--- src/rtl/mult_seq_pkg.sv ---
// Shared types and constants for the sequential shift-add multiplier.
package mult_seq_pkg;

   localparam int unsigned DATA_W = 32;
   localparam int unsigned CNT_W  = 5;
   localparam int unsigned PROD_W = 64;

   typedef enum logic [1:0] {
      IDLE = 2'd0,
      RUN  = 2'd1,
      DONE = 2'd2
   } state_e;

   // Iteration counter increment built from a half-adder chain, so the block
   // keeps the rca as its only adder.
   function automatic logic [CNT_W-1:0] cnt_inc(input logic [CNT_W-1:0] v);
      logic [CNT_W-1:0] r;
      logic             c;
      c = 1'b1;
      for (int i = 0; i < CNT_W; i++) begin
         r[i] = v[i] ^ c;
         c    = c & v[i];
      end
      return r;
   endfunction

endpackage

--- src/rtl/rca.sv ---
// 32-bit ripple-carry adder: sum = a + b + ci, carry out on co.
module rca (
   input  logic [31:0] a,
   input  logic [31:0] b,
   input  logic        ci,
   output logic        co,
   output logic [31:0] sum
);

   // Carry ripples LSB to MSB through a block-local variable.
   always_comb begin
      logic c;
      c   = ci;
      sum = '0;
      for (int i = 0; i < 32; i++) begin
         sum[i] = a[i] ^ b[i] ^ c;
         c      = (a[i] & b[i]) | (c & (a[i] ^ b[i]));
      end
      co = c;
   end

endmodule

--- src/rtl/mult_seq.sv ---
// Sequential 32x32 -> 64 multiplier, one shift-add iteration per cycle through
// a single shared rca. Define MULT_SEQ_SIGNED_EN to add the signed_op port and
// two's-complement operation (mode latched at accept).
module mult_seq
   import mult_seq_pkg::*;
(
   input  logic              clk,
   input  logic              rst,
`ifdef MULT_SEQ_SIGNED_EN
   input  logic              signed_op,
`endif
   input  logic              in_valid,
   output logic              in_ready,
   input  logic [DATA_W-1:0] a,
   input  logic [DATA_W-1:0] b,
   output logic              out_valid,
   input  logic              out_ready,
   output logic [PROD_W-1:0] product,
   output logic              busy
);

   state_e            state;
   logic [DATA_W-1:0] mcand;
   logic [DATA_W-1:0] hi;
   logic [DATA_W-1:0] lo;
   logic [CNT_W-1:0]  cnt;
   logic              ready_r;
   logic              valid_r;
   logic              busy_r;

`ifdef MULT_SEQ_SIGNED_EN
   logic              signed_mode;
`else
   logic              signed_mode;
   assign signed_mode = 1'b0;
`endif

   logic              last_cyc;
   logic              add_cyc;
   logic              sub_cyc;
   logic [DATA_W-1:0] op2;
   logic              ci;
   logic              co;
   logic [DATA_W-1:0] sum;
   logic              ext;

   assign last_cyc = &cnt;

   // One iteration: pick the addend, then form the bit shifted into hi[31].
   always_comb begin
      add_cyc = lo[0];
      sub_cyc = signed_mode & last_cyc & lo[0];
      ci      = sub_cyc;
      if (sub_cyc) begin
         op2 = ~mcand;
      end else if (add_cyc) begin
         op2 = mcand;
      end else begin
         op2 = '0;
      end
      if (signed_mode) begin
         // Sign bit of the 33-bit sum of sign-extended operands.
         ext = add_cyc ? (hi[DATA_W-1] ^ op2[DATA_W-1] ^ co) : hi[DATA_W-1];
      end else begin
         ext = add_cyc ? co : 1'b0;
      end
   end

   rca u_rca (
      .a  (hi),
      .b  (op2),
      .ci (ci),
      .co (co),
      .sum(sum)
   );

   // Control FSM and datapath registers; handshake outputs are registered.
   always_ff @(posedge clk) begin
      if (rst) begin
         state   <= IDLE;
         cnt     <= '0;
         hi      <= '0;
         lo      <= '0;
         mcand   <= '0;
         ready_r <= 1'b1;
         valid_r <= 1'b0;
         busy_r  <= 1'b0;
`ifdef MULT_SEQ_SIGNED_EN
         signed_mode <= 1'b0;
`endif
      end else begin
         unique case (state)
            IDLE: begin
               if (in_valid) begin
                  mcand   <= a;
                  hi      <= '0;
                  lo      <= b;
                  cnt     <= '0;
                  state   <= RUN;
                  ready_r <= 1'b0;
                  busy_r  <= 1'b1;
`ifdef MULT_SEQ_SIGNED_EN
                  signed_mode <= signed_op;
`endif
               end
            end
            RUN: begin
               hi  <= {ext, sum[DATA_W-1:1]};
               lo  <= {sum[0], lo[DATA_W-1:1]};
               cnt <= cnt_inc(cnt);
               if (last_cyc) begin
                  state   <= DONE;
                  valid_r <= 1'b1;
               end
            end
            DONE: begin
               if (out_ready) begin
                  state   <= IDLE;
                  valid_r <= 1'b0;
                  busy_r  <= 1'b0;
                  ready_r <= 1'b1;
               end
            end
            default: begin
               state   <= IDLE;
               ready_r <= 1'b1;
               valid_r <= 1'b0;
               busy_r  <= 1'b0;
            end
         endcase
      end
   end

   // Reset is synchronous, so ready is masked directly while rst is high.
   assign in_ready  = ready_r & ~rst;
   assign out_valid = valid_r;
   assign busy      = busy_r;
   assign product   = {hi, lo};

endmodule

--- config.mk ---
export PLATFORM = sky130hd
export DESIGN_NAME = mult_seq
export DESIGN_NICKNAME = d
export VERILOG_FILES = /design/src/rtl/mult_seq_pkg.sv /design/src/rtl/rca.sv /design/src/rtl/mult_seq.sv
export SDC_FILE = /design/constraint.sdc
export NUM_CORES = 1
export LEC_CHECK = 0
export CAP_MARGIN = 30
export CORE_MARGIN = 1.5
export CORE_UTILIZATION = 49
export DETAILED_ROUTE_END_ITERATION = 12
export PLACE_DENSITY = 0.82
export SLEW_MARGIN = 15
export SYNTH_ARGS = -nofsm -noshare
export SYNTH_HDL_FRONTEND = slang
export SYNTH_HIERARCHICAL = 1
export SYNTH_SLANG_ARGS = --single-unit
--- constraint.sdc ---
create_clock -name clk -period 14.1 [get_ports clk]
set_clock_uncertainty 0.05 [all_clocks]
set_input_delay 2.82 -clock clk [delete_from_list [all_inputs] [get_ports clk]]
set_output_delay 2.82 -clock clk [all_outputs]
set_load 0.01 [all_outputs]
==> key figures <==
STA
  • Slew at the pin closest to its max-slew limit: 674 ps
  • RSZ-0062 raised after global routing: false
  • Final Max Tran Viols: 0
  • Setup TNS: 0 ps
  • Final min period: 13200 ps
  • F_max: 0.0758 GHz
  • Slew HR: 55.0%
  • Final hold violation count: 0
  • Final setup fails: 0
  • Fin crit share: 93.6%

Job
  • Maxcap violations: 0

Worst setup path
  • Critical path's slowest cell: fa_1
  • Most used cell, CP: fa_1
  • R2R Path Start: lo[0]
  • Worst Path Max Fanout: 2
  • Critical path startpoint: lo[0]
  • Crit path kind: register to register
  • WP data required: 14340 ps
  • CP Buf/Inv Count: 4
  • CP top delay family: adder cells
  • Arrival @ worst endpoint: 13440 ps
  • CP Launch Type: register
  • Max stage delay on crit path: 410 ps
  • Critical Path End Type: register

Cells and area
  • Antenna cells: 0
  • Final instance area: 6570 um^2
  • Multi-input combinational cell area: 2600 um^2
  • P&R area growth vs syn: 31.2%
  • Fin util: 66.6%
  • Fill count: 746
  • Proportion of layout cells with a drive suffix above 1: 10.2%
  • Register area: 2120 um^2
  • Final Non-Filler Cells: 701
  • Final #Nets: 667

Clock network
  • Total CTS buffers: 9
  • Clk root buf: clkbuf_8
  • CTS H-tree depth: 3
  • Gates resized, CTS repair: 0
  • CTS sink count: 106
  • CTS tree: done
  • Clock Path Buffers: 2
  • CTS Hold Buffers Added: 0
  • Worst skew pair latency: 350 ps
  • Reg clk slew, reported paths: 90 ps
  • Setup bufs post-CTS: 0

Synthesis
  • #FFs+latches synth: 106
  • Post-synth top area share: 42.4%
  • Syn nets: 549
  • Avg Cell Area, Syn: 11.2 um^2
  • Syn. warnings: 6
  • Netlist cell types: 37
  • Post-synthesis sequential area ratio: 42.4%
  • Post-Syn Area: 5010 um^2
  • Cells after synthesis: 446
  • Largest cells by area after synthesis: dfxtp_1 (42%), fa_1 (13%), o2bb2ai_2 (9.0%)
  • Synth area leader: dfxtp_1

Placement
  • Placed Instances: 685
  • Post-placement cell area: 6360 um^2
  • GPL Wtd Cong: 0.799
  • Post-DP HPWL: 7510 um
  • Port bufs: 134

Die
  • # IOs: 135
  • # rows: 36
  • Initial Util: 50.8%
  • Die Span Y: 104 um
  • Die Wd: 104 um
  • Die ar.: 10800 um^2
  • Area of the core: 9860 um^2

Drt
  • Vias: 3531
  • Routed wire per std cell: 14.7 um
  • DR vias/cell: 5.04
  • Routed WL: 10300 um
  • DR iter-0 viols: 136
  • Antenna-violating nets left: 0
  • DR pass1 iterations: 4
  • Residual DRC: 0

Global routing
  • Tot GR Track Use: 19.7%
  • Vias in the first global route: 3593
  • Largest net degree at the start of global routing: 50
  • Gr ovfl total: 0
  • Initial antenna violation count: 0
  • First-pass GRT wire length: 17300 um

Power and ir drop
  • Logic pwr share: 17.6%
  • Clock power frac: 29.3%
  • Switching part of the total: 25.7%
  • P per Cell Area: 94.7 nW/um^2
  • Seq pwr share: 53.2%
  • Internal Power: 0.462 mW
  • Static leakage power: 2.61 nW
  • IR Drop Worst-Case VDD: 56.1 uV
  • Sw Pwr: 0.160 mW

Outcome
  • Status: finished clean

Hold path
  • Hold wc startpoint: mcand[12]
  • Worst Hold Class: register to register
-- kinds of logic after synthesis --
| family | after synthesis | share of synthesized area (%) |
|---|---|---|
| simple gates | 115 | 11.3 |
| compound gates | 109 | 20.3 |
| buf+inv | 47 | 5.80 |
| fa+ha+maj | 35 | 13.5 |
| flops | 106 | 42.4 |
| other cells | 1 | 0.0749 |
| mux | 33 | 6.62 |
-- state kept, by name (all words and copies together), names as in the netlist --
register,count
state,2
mcand,32
busy,1
cnt,5
out_valid,1
hi,32
ready_r,1
lo,32
-- cells in the mapped netlist, drive strengths merged --
cell and n:
and2b 1, mux2i 32, nor3b 2, inv 12
nor2b 2, nor3 1, o22ai 1, nand3b 1
or2 1, ha 3, fa 32, and4 1
a21oi 35, nor2 4, a32oi 1, and2 32
a22oi 1, dfxtp 106, a211oi 1, a21o 1
nand3 1, nand2b 1, conb 1, o2bb2ai 32
a31oi 1, clkbuf 8, o21bai 2, buf 27
nand2 67, a22o 34, or3b 1, mux2 1
-- cell usage in the layout (no fill, tap or decap), types with 4 or more instances in the layout --
cell type | Yosys | final
a21oi_1 | 35 | 35
a22o_1 | 34 | 34
and2_1 | 32 | 32
buf_4 | 2 | 5
clkbuf_8 | 0 | 10
clkdlybuf4s50_1 | 0 | 134
dfxtp_1 | 106 | 105
fa_1 | 32 | 32
inv_1 | 12 | 12
mux2i_1 | 32 | 32
nand2_1 | 67 | 67
nor2_1 | 4 | 4
o2bb2ai_2 | 30 | 30
-- power by group through the flow --
| stage | clock, mW | sequential [mW] | combinational, mW |
|---|---|---|---|
| 2_1_floorplan | 0 | 0.338 | 0.0613 |
| 3_3_place_gp | 0 | 0.341 | 0.101 |
| 3_5_place_dp | 0 | 0.338 | 0.110 |
| 4_1_cts | 0.187 | 0.331 | 0.110 |
| 5_1_grt | 0.199 | 0.333 | 0.119 |
| 6_report | 0.182 | 0.331 | 0.109 |
-- final cells by class --
cell class	instances	area share [%]
tap	133	2.53
timing repair buffer	142	22.0
clock buffer	13	2.27
inverter	12	0.685
multi-input combinational	293	39.6
sequential	106	32.3
clock inverter	2	0.571
-- worst reg2reg max path: cells and delay by family, from the launching register on --
kind	cells	cell delay (ps)
flops	1	310
fa+ha+maj	32	12230
simple gates	1	160
buf+inv	4	270
compound gates	1	110
-- routing by layer --
metal,share of wire (%),up-vias,global-route usage (%)
met3,3.1,18,3.13
li1,-,1767,-
met1,44,1670,24.6
met5,0,-,0
met2,51,76,34.5
met4,1.9,0,7.14
-- through the flow --
step | hold slack (ps) | worst slack (ps) | power (mW)
after floorplan | 382 | 1220 | 0.399
after global placement | 390 | 1050 | 0.442
after detailed placement | 394 | 919 | 0.448
after CTS | 407 | 912 | 0.628
after global routing | 416 | 385 | 0.651
final | 403 | 900 | 0.622
-- path summary, 6_finish.rpt --
kind / slack [ps] / cells after the start / end
worst min register to register: 400 / 2 / mcand[12]
worst max register to register: 900 / 38 / hi[30]
worst max-delay path: 900 / 38 / hi[30]
worst min-delay path: 400 / 2 / mcand[12]
Power figures use the tool's default switching activity.
